**config.mk**
```make
export PLATFORM = sky130hd
export DESIGN_NAME = ft_recovery_loader_flat
export DESIGN_NICKNAME = d
export VERILOG_FILES = /design/src/rtl/ft_recovery_loader_if.sv /design/src/rtl/ft_recovery_loader.sv /design/src/flat_wrapper.sv
export SDC_FILE = /design/constraint.sdc
export NUM_CORES = 1
export LEC_CHECK = 0
export ABC_AREA = 1
export BUFFER_PORTS_ARGS = -buffer_cell sky130_fd_sc_hd__buf_4
export CORE_MARGIN = 1.5
export CORE_UTILIZATION = 30
export CTS_BUF_LIST = sky130_fd_sc_hd__clkbuf_2
export CTS_CLUSTER_DIAMETER = 50
export DETAILED_ROUTE_END_ITERATION = 12
export GPL_ROUTABILITY_DRIVEN = 0
export MAX_ROUTING_LAYER = met4
export SYNTH_ARGS = -nofsm -noshare
export SYNTH_HDL_FRONTEND = slang
export SYNTH_SLANG_ARGS = --single-unit
```
**constraint.sdc**
```tcl
create_clock -name clk_i -period 1.75 [get_ports clk_i]
set_input_delay 0.2625 -clock clk_i [delete_from_list [all_inputs] [get_ports clk_i]]
set_output_delay 0.2625 -clock clk_i [all_outputs]
set_load 0.005 [all_outputs]
```
**src/rtl/ft_recovery_loader_if.sv**
```systemverilog
// Safe-memory read port between the recovery loader (master) and the
// fault-tolerance module's checkpoint memory (slave): req/gnt/rvalid handshake.
interface ft_recovery_loader_if #(
    parameter int DATA_WIDTH = 32
);
    logic                  data_req_o;
    logic                  data_gnt_i;
    logic                  data_rvalid_i;
    logic [31:0]           data_addr_o;
    logic [DATA_WIDTH-1:0] data_rdata_i;
    logic                  data_err_i;

    modport master (
        output data_req_o,
        output data_addr_o,
        input  data_gnt_i,
        input  data_rvalid_i,
        input  data_rdata_i,
        input  data_err_i
    );

    modport slave (
        input  data_req_o,
        input  data_addr_o,
        output data_gnt_i,
        output data_rvalid_i,
        output data_rdata_i,
        output data_err_i
    );
endinterface

```
**src/rtl/ft_recovery_loader.sv**
```systemverilog
// ft_recovery_loader: on a rising edge of recover_i, reads GPRs 1..NUM_REGS-1
// and then the saved PC out of safe memory (one outstanding read at a time),
// replays the GPRs on the register-file write port, strobes the PC and pulses
// done_o. A read error parks the block in ERROR until recover_i drops.
// Optional watchdog on stalled gnt/rvalid: define FT_LOADER_TIMEOUT_EN.
module ft_recovery_loader #(
    parameter int          DATA_WIDTH     = 32,
    parameter int          ADDR_WIDTH     = 5,
    parameter int          NUM_REGS       = 32,
    parameter logic [31:0] BASE_ADDR      = 32'h0000_0000,
    parameter int          TIMEOUT_CYCLES = 64
) (
    input  logic                    clk_i,
    input  logic                    rst_ni,
    input  logic                    recover_i,
    ft_recovery_loader_if.master    mem,
    output logic                    rf_we_o,
    output logic [ADDR_WIDTH-1:0]   rf_waddr_o,
    output logic [DATA_WIDTH-1:0]   rf_wdata_o,
    output logic [DATA_WIDTH-1:0]   pc_o,
    output logic                    pc_valid_o,
    output logic                    done_o,
    output logic                    busy_o,
    output logic                    error_o
);

    // Index runs 1..NUM_REGS; index NUM_REGS is the PC word.
    localparam int IDX_W = $clog2(NUM_REGS + 1);
    localparam logic [IDX_W-1:0] IDX_FIRST = IDX_W'(1);
    localparam logic [IDX_W-1:0] IDX_LAST  = IDX_W'(NUM_REGS);

    typedef enum logic [2:0] {
        S_IDLE  = 3'd0,
        S_REQ   = 3'd1,
        S_WAIT  = 3'd2,
        S_DONE  = 3'd3,
        S_ERROR = 3'd4
    } state_e;

    // Byte address of checkpoint word idx; 32-bit arithmetic wraps naturally.
    function automatic logic [31:0] word_addr(input logic [IDX_W-1:0] idx);
        word_addr = BASE_ADDR + (32'(idx) << 32'd2);
    endfunction

    state_e                 state_q, state_d;
    logic [IDX_W-1:0]       idx_q, idx_d;
    logic                   recover_prev_q;
    logic                   tmo_expired_s;

    logic                   req_q, req_d;
    logic [31:0]            addr_q, addr_d;
    logic                   rf_we_q, rf_we_d;
    logic [ADDR_WIDTH-1:0]  rf_waddr_q, rf_waddr_d;
    logic [DATA_WIDTH-1:0]  rf_wdata_q, rf_wdata_d;
    logic [DATA_WIDTH-1:0]  pc_q, pc_d;
    logic                   pc_valid_q, pc_valid_d;
    logic                   done_q, done_d;
    logic                   busy_q, busy_d;
    logic                   error_q, error_d;

`ifdef FT_LOADER_TIMEOUT_EN
    localparam int TMO_W = $clog2(TIMEOUT_CYCLES + 1);
    logic [TMO_W-1:0] tmo_q, tmo_d;

    // Watchdog count: advances while waiting in REQ/WAIT, reloads on any state change
    always_comb begin
        tmo_d = {TMO_W{1'b0}};
        if (state_d != state_q) begin
            tmo_d = {TMO_W{1'b0}};
        end else if ((state_q == S_REQ) || (state_q == S_WAIT)) begin
            tmo_d = tmo_q + TMO_W'(1);
        end else begin
            tmo_d = {TMO_W{1'b0}};
        end
    end

    // Watchdog counter register
    always_ff @(posedge clk_i or negedge rst_ni) begin
        if (!rst_ni) begin
            tmo_q <= {TMO_W{1'b0}};
        end else begin
            tmo_q <= tmo_d;
        end
    end

    assign tmo_expired_s = (tmo_q == TMO_W'(TIMEOUT_CYCLES - 1));
`else
    assign tmo_expired_s = 1'b0;
`endif

    // State, word index and recover_i edge-detect registers
    always_ff @(posedge clk_i or negedge rst_ni) begin
        if (!rst_ni) begin
            state_q        <= S_IDLE;
            idx_q          <= IDX_FIRST;
            recover_prev_q <= 1'b0;
        end else begin
            state_q        <= state_d;
            idx_q          <= idx_d;
            recover_prev_q <= recover_i;
        end
    end

    // Next-state and index sequencing
    always_comb begin
        state_d = state_q;
        idx_d   = idx_q;
        case (state_q)
            S_IDLE: begin
                // Only a fresh 0->1 edge starts a sequence; a held level does not.
                if (recover_i && !recover_prev_q) begin
                    state_d = S_REQ;
                    idx_d   = IDX_FIRST;
                end else begin
                    state_d = S_IDLE;
                end
            end
            S_REQ: begin
                if (mem.data_gnt_i) begin
                    state_d = S_WAIT;
                end else if (tmo_expired_s) begin
                    state_d = S_ERROR;
                end else begin
                    state_d = S_REQ;
                end
            end
            S_WAIT: begin
                if (mem.data_rvalid_i) begin
                    if (mem.data_err_i) begin
                        state_d = S_ERROR;
                    end else if (idx_q < IDX_LAST) begin
                        state_d = S_REQ;
                        idx_d   = idx_q + IDX_W'(1);
                    end else begin
                        state_d = S_DONE;
                    end
                end else if (tmo_expired_s) begin
                    state_d = S_ERROR;
                end else begin
                    state_d = S_WAIT;
                end
            end
            S_DONE: begin
                state_d = S_IDLE;
                idx_d   = IDX_FIRST;
            end
            S_ERROR: begin
                if (!recover_i) begin
                    state_d = S_IDLE;
                    idx_d   = IDX_FIRST;
                end else begin
                    state_d = S_ERROR;
                end
            end
            default: begin
                state_d = S_IDLE;
                idx_d   = IDX_FIRST;
            end
        endcase
    end

    // Output values for the next cycle, derived from the state transition
    always_comb begin
        req_d      = (state_d == S_REQ);
        addr_d     = addr_q;
        rf_we_d    = 1'b0;
        rf_waddr_d = rf_waddr_q;
        rf_wdata_d = rf_wdata_q;
        pc_d       = pc_q;
        pc_valid_d = 1'b0;
        done_d     = (state_q == S_DONE);
        busy_d     = (state_d == S_REQ) || (state_d == S_WAIT) || (state_d == S_DONE);
        error_d    = (state_d == S_ERROR);

        if (state_d == S_REQ) begin
            addr_d = word_addr(idx_d);
        end else begin
            addr_d = addr_q;
        end

        // A good response either becomes a GPR write or, for the last word, the PC.
        if ((state_q == S_WAIT) && mem.data_rvalid_i && !mem.data_err_i) begin
            if (idx_q < IDX_LAST) begin
                rf_we_d    = 1'b1;
                rf_waddr_d = ADDR_WIDTH'(idx_q);
                rf_wdata_d = mem.data_rdata_i;
            end else begin
                pc_d       = mem.data_rdata_i;
                pc_valid_d = 1'b1;
            end
        end else begin
            rf_we_d    = 1'b0;
            pc_valid_d = 1'b0;
        end
    end

    // Output registers
    always_ff @(posedge clk_i or negedge rst_ni) begin
        if (!rst_ni) begin
            req_q      <= 1'b0;
            addr_q     <= 32'h0000_0000;
            rf_we_q    <= 1'b0;
            rf_waddr_q <= {ADDR_WIDTH{1'b0}};
            rf_wdata_q <= {DATA_WIDTH{1'b0}};
            pc_q       <= {DATA_WIDTH{1'b0}};
            pc_valid_q <= 1'b0;
            done_q     <= 1'b0;
            busy_q     <= 1'b0;
            error_q    <= 1'b0;
        end else begin
            req_q      <= req_d;
            addr_q     <= addr_d;
            rf_we_q    <= rf_we_d;
            rf_waddr_q <= rf_waddr_d;
            rf_wdata_q <= rf_wdata_d;
            pc_q       <= pc_d;
            pc_valid_q <= pc_valid_d;
            done_q     <= done_d;
            busy_q     <= busy_d;
            error_q    <= error_d;
        end
    end

    assign mem.data_req_o  = req_q;
    assign mem.data_addr_o = addr_q;
    assign rf_we_o         = rf_we_q;
    assign rf_waddr_o      = rf_waddr_q;
    assign rf_wdata_o      = rf_wdata_q;
    assign pc_o            = pc_q;
    assign pc_valid_o      = pc_valid_q;
    assign done_o          = done_q;
    assign busy_o          = busy_q;
    assign error_o         = error_q;

endmodule

```
**src/flat_wrapper.sv**
```systemverilog
// flat-port wrapper written by rule: the top's interface ports become plain ports
module ft_recovery_loader_flat 
#(
    parameter int          DATA_WIDTH     = 32,
    parameter int          ADDR_WIDTH     = 5,
    parameter int          NUM_REGS       = 32,
    parameter logic [31:0] BASE_ADDR      = 32'h0000_0000,
    parameter int          TIMEOUT_CYCLES = 64
)
  (clk_i, rst_ni, recover_i, rf_we_o, rf_waddr_o, rf_wdata_o, pc_o, pc_valid_o, done_o, busy_o, error_o, mem_data_req_o, mem_data_addr_o, mem_data_gnt_i, mem_data_rvalid_i, mem_data_rdata_i, mem_data_err_i);
  ft_recovery_loader_if #(.DATA_WIDTH(DATA_WIDTH)) mem_i ();
  input  logic clk_i;
  input  logic rst_ni;
  input  logic recover_i;
  output logic rf_we_o;
  output logic [ADDR_WIDTH-1:0] rf_waddr_o;
  output logic [DATA_WIDTH-1:0] rf_wdata_o;
  output logic [DATA_WIDTH-1:0] pc_o;
  output logic pc_valid_o;
  output logic done_o;
  output logic busy_o;
  output logic error_o;
  output wire logic [$bits(mem_i.data_req_o)-1:0] mem_data_req_o;
  output wire logic [$bits(mem_i.data_addr_o)-1:0] mem_data_addr_o;
  input wire logic [$bits(mem_i.data_gnt_i)-1:0] mem_data_gnt_i;
  input wire logic [$bits(mem_i.data_rvalid_i)-1:0] mem_data_rvalid_i;
  input wire logic [$bits(mem_i.data_rdata_i)-1:0] mem_data_rdata_i;
  input wire logic [$bits(mem_i.data_err_i)-1:0] mem_data_err_i;
  assign mem_data_req_o = mem_i.data_req_o;
  assign mem_data_addr_o = mem_i.data_addr_o;
  assign mem_i.data_gnt_i = mem_data_gnt_i;
  assign mem_i.data_rvalid_i = mem_data_rvalid_i;
  assign mem_i.data_rdata_i = mem_data_rdata_i;
  assign mem_i.data_err_i = mem_data_err_i;
  ft_recovery_loader #(.DATA_WIDTH(DATA_WIDTH), .ADDR_WIDTH(ADDR_WIDTH), .NUM_REGS(NUM_REGS), .BASE_ADDR(BASE_ADDR), .TIMEOUT_CYCLES(TIMEOUT_CYCLES)) u_core (.clk_i(clk_i), .rst_ni(rst_ni), .recover_i(recover_i), .mem(mem_i), .rf_we_o(rf_we_o), .rf_waddr_o(rf_waddr_o), .rf_wdata_o(rf_wdata_o), .pc_o(pc_o), .pc_valid_o(pc_valid_o), .done_o(done_o), .busy_o(busy_o), .error_o(error_o));
endmodule
```
Word level (Yosys, flattened, before mapping)
Cells that the tools add are included.

cells by class
  $add $sub $neg = 1
  multipliers = 0
  divide/modulo/power cells = 0
  magnitude comparators = 1
  eq/ne operators = 8
  shifts and indexed selects = 0
  mux-type cells = 17
  bitwise logic cells = 1
  reductions and logical operators = 10

operator list
  operator             number
  $mux 6               5
  $pmux 6 s4           1
  $eq 3x2->1 const B   4
  $pmux 3 s4           1
  $mux 3               3
  $add 6x1->6 const B  1
  $eq 3x1->1 const B   2
  $eq 3x3->1 const B   2
  $lt 6x6->1 const B   1
  $mux 1               5
  $mux 2               2
  $reduce_and 2->1     2
  $logic_and 1x1->1    3
  $logic_not 3->1      1
  $logic_not 1->1      2
  $logic_or 1x1->1     2
  $not 1->1            1

storage, ports and cells
  register bits after elaboration = 91
  latch bits = 0
  bits in writable memories = 0
  memory bits (read-only) = 0
  output and inout port bits = 107
  memories kept = 0

Depth between registers and ports, before layout
  depth in word-level cells = 8
  depth in mapped cells = 10
  gate-level depth less buffers = 10

Least setup slack after synthesis
Ideal clock, no wire load.

  path type = flip-flop to flip-flop
  start point = register u_core.idx_q[0]
  end point = register u_core.addr_q[6], in the netlist u_core.mem.data_addr_o[6]
  setup time = 0.116 ns
  arrival time = 1.177 ns
  path slack = 0.457 ns
  stages on the path, launching flop included = 9
  buffers on the path = 0
  cell sequence = dfstp_2 > ha_1 > nand2_1 > nor2_1 > nand3_1 > nand3_1 > nand2_1 > nand2_1 > nand2_1

on the way
  elaborated cells between the ends (all ways) = 11
  classes of those cells = add/sub: 1; order compare: 1; eq/ne: 1; mux: 8

RTL lines
  element                                    RTL line                                              RTL
  from (decl)                                ft_recovery_loader.sv:46                              logic [IDX_W-1:0] idx_q, idx_d;
  from (signal assigned)                     ft_recovery_loader.sv:99                              idx_q <= idx_d;
  $add 6x1->6 or $lt 6x6->1 (tied branches)  ft_recovery_loader.sv:133, ft_recovery_loader.sv:131
  $mux 6 (*)                                 ft_recovery_loader.sv:131                             end else if (idx_q < IDX_LAST) begin
  $mux 6 (*)                                 ft_recovery_loader.sv:129                             if (mem.data_err_i) begin
  $mux 6 (*)                                 ft_recovery_loader.sv:128                             if (mem.data_rvalid_i) begin
  $pmux 6 s4 (*)                             ft_recovery_loader.sv:108                             case (state_q)
  via u_core.idx_d[4]                        ft_recovery_loader.sv:46
  to (signal assigned)                       ft_recovery_loader.sv:212                             addr_q <= addr_d;
  to (decl)                                  ft_recovery_loader.sv:51                              logic [31:0] addr_q, addr_d;

Mark *: on every way through the listed nets, which the timed path passes. The rest lies on a longest branch.
A chain may end at the register's enable or synchronous reset.

Worst setup path after layout
  start point = register u_core.state_q[2]
  end point = register u_core.state_q[1]

on the way
  word-level cells in the longest chain between the ends = 2
  elaborated cells between the ends (all ways) = 5
  classes of those cells = eq/ne: 3; mux: 1; reduce/logical: 1

ends and longest elaborated chain
  element                             RTL line                   RTL
  from (decl)                         ft_recovery_loader.sv:45   state_e state_q, state_d;
  from (signal assigned)              ft_recovery_loader.sv:98   state_q <= state_d;
  $eq 3x3->1 (tied with other cells)  ft_recovery_loader.sv:108
  $pmux 3 s4 (*)                      ft_recovery_loader.sv:108
  via u_core.state_d[1]               ft_recovery_loader.sv:45

Marks and branches as above.

==> impl_metrics.tcl <==
set metrics [dict create \
    ys_warn_count 0 \
    synth.distinct_cells 27 \
    seq_area_frac_synth_pct 56.1 \
    synth.mux.area_fraction_pct 0 \
    seqCellArea_sq_um 2280 \
    yosysTopAreaCellShare_pct 55.5 \
    leakagePower_nw 2.96 \
    first_pass_iters 4 \
    fin_area_sq_um 5470 \
    route.detailed.drc 0 \
    synth-seq-cells 91 \
    grt_pass1_wl_mm 15.0 \
    chipWidth_um 119 \
    antenna_found_initial 0 \
    p_per_area_nw_per_um2 1070 \
    yosysMostFrequentCell "nand2_1" \
    core_area_sq_um 13200 \
    synth_area_leaders "dfrtp_1 (55%), nand2_1 (11%), o21ai_2 (11%)" \
    synth_top_cell_by_area "dfrtp_1" \
    skew_ns 0.0286 \
    path_class "reg2reg" \
    fmax_ghz 0.633 \
    initial_core_util_pct 30.7 \
    netlist_area_sq_um 4060 \
    fin_crit_ns 1.58 \
    worstSetupEndpointType "flop" \
    cts_num_sinks 91 \
    synth_edf_count 0 \
    place_hpwl_mm 6.35 \
    cp_max_fo 7 \
    tritoncts "built" \
    maxCapViolations 0 \
    setup_viol 0 \
    cts_setup_buffers 0 \
    port_buffers 118 \
    nets 610 \
    busiest_layer "met2" \
    p_total_mw 5.86 \
    first_iter_violations 121 \
    antenna_left 0 \
    combPwrFrac_pct 33.0 \
    cp-start-kind "flop" \
    clockPowerShare_pct 17.8 \
    grtUsageMet3_pct 3.16 \
    placed_cell_area_sq_um 4980 \
    wl_per_cell_um 12.0 \
    arrival_ns 2.12 \
    io_pins 145 \
    cp_data_required_time_ns 2.29 \
    grt_setup_unrepaired "no" \
    synth_compound_area_share_pct 14.2 \
    final_hold_viol_count 0 \
    die_area_sq_um 14200 \
    syn_inst 412 \
    synth_simple_gate_area_share_pct 15.5 \
    synth_ff_type "dfrtp_1" \
    synthArstFlopShare_pct 100 \
    grt_util_all_layers_pct 13.8 \
    cts_root_buffer "clkbuf_2" \
    clockBufferDepth 2 \
    cts_made_buffers 9 \
    grt_pass1_vias 3121 \
    synth_fa_ha_area_share_pct 0.308 \
    overflow 0 \
    seq_power_share_pct 49.2 \
    antenna_cells 0 \
    multi_input_area_sq_um 1320 \
    drive_gt1_share_pct 35.9 \
    ir_worst_vdd_mv 0.545 \
    area_growth_pct 34.6 \
    fill_cells 1342 \
    grt_use_met2_pct 22.3 \
    path_clk_slew_ns 0.24 \
    synth-xor-area-share_pct 0 \
    switching_share_pct 33.3 \
    syn_avg_cell_area_sq_um 9.85 \
    vias_per_cell 4.15 \
    clk_latency_ns 0.58 \
    grt_max_degree 42 \
    hp-class "in2async" \
    rows 42 \
    routed_wl_mm 9.05 \
    slew_violations 0 \
    synth_top_family_by_area "simple AND/OR/NAND/NOR gates" \
    grt_util_met1_pct 16.3 \
    setup_tns_ns 0 \
    p_int_mw 3.91 \
    synth.top_cells.by_count "nand2_1 (118), dfrtp_1 (90), o21ai_2 (50)" \
    min_period_over_period_pct 90.3 \
    outcome "finished, final reports clean" \
    p_sw_mw 1.95 \
    via_count 3118 \
    die_h_um 119 \
    htreeDepth 3 \
]
critical path: stages (launching register included):
cell and delay, ns:
dfrtp_1 0.48, inv_2 0.11, nand3_4 0.12, inv_4 0.12
nand2_1 0.08, nand2_2 0.09, dlygate4sd3_1 0.55
worst paths after layout:
kind,to,startpoint,depth (start not counted),slack (ns)
setup / recovery,u_core.state_q[1],u_core.state_q[2],6,0.17
hold / removal,u_core.rf_waddr_o[3],rst_ni,2,0.13
setup reg to reg,u_core.state_q[1],u_core.state_q[2],6,0.17
hold reg to reg,u_core.rf_wdata_o[8],u_core.rf_wdata_o[8],2,0.51
max in group asynchronous,u_core.rf_wdata_o[2],rst_ni,3,1.10
min in group clk_i,u_core.idx_q[1],mem_data_rvalid_i,4,0.17
through the flow:
step	utilization [%]	worst slack, ns	hold slack (ns)	std cells
floorplan	-	0.457	-0.0331	437
global placement	37.6	0.283	0.215	698
detailed placement	37.6	0.243	0.221	698
CTS	41.3	0.168	0.0687	752
global route	41.3	0.0590	0.0867	752
finish	41.3	0.169	0.131	752
flip-flops by register name (all words and copies together) (netlist names):
signal and count:
u_core.mem.data_addr_o 6, u_core.rf_waddr_o 5, u_core.pc_valid_o 1, u_core.recover_prev_q 1, u_core.mem.data_req_o 1, u_core.done_o 1
u_core.rf_wdata_o 32, u_core.rf_we_o 1, u_core.pc_o 32, u_core.state_q 3, u_core.busy_o 1, u_core.idx_q 6
u_core.error_o 1
layout by cell type (no fill, tap or decap), types with 3 or more instances in the layout:
cell type      netlist  layout
o21ai_0             13      13
inv_2                3       3
nor2_1               8       8
o21ai_2             50      50
inv_1               46      46
dlygate4sd3_1        0      38
o21ai_1             14      14
clkbuf_2             2      11
buf_4               26     125
nand2_1            118     118
dfrtp_1             90      90
nand3_1             11      11
conb_1               1      26
nand2_2              4       3
timing repair:
item | CTS | global route
endpoints found under the hold margin | 160 | 0
gates resized for setup | 0 | 0
hold buffers | 38 | 0
per-layer routing:
layer	vias to the layer above	wire length, um
met3	15	418
met4	0	195
met2	83	4410
met5	-	0
met1	1470	4030
li1	1550	-
cell families (layout without fill, tap and decap cells):
family          Yosys count  after routing
buf+inv                  92            231
compound gates           78             78
flops                    91             91
simple gates            149            149
fa+ha+maj                 1              1
other cells               1             26
power groups by stage:
stage | Clock, mW | Sequential, mW | Combinational (mW)
6_report | 1.05 | 2.88 | 1.93
5_1_grt | 1.21 | 2.95 | 2.14
4_1_cts | 1.11 | 2.89 | 1.97
3_5_place_dp | 0 | 2.92 | 1.89
3_3_place_gp | 0 | 2.92 | 1.83
2_1_floorplan | 0 | 2.91 | 0.970
area by class of cell:
cell class,count,share of cell area [%]
Clock inverter,5,0.984
Tap cell,176,4.03
Timing Repair Buffer,164,24.5
Inverter,51,3.59
Sequential cell,91,41.7
Clock buffer,11,1.01
Multi-Input combinational cell,254,24.2
Note: power is estimated with default switching activity, not from simulation.
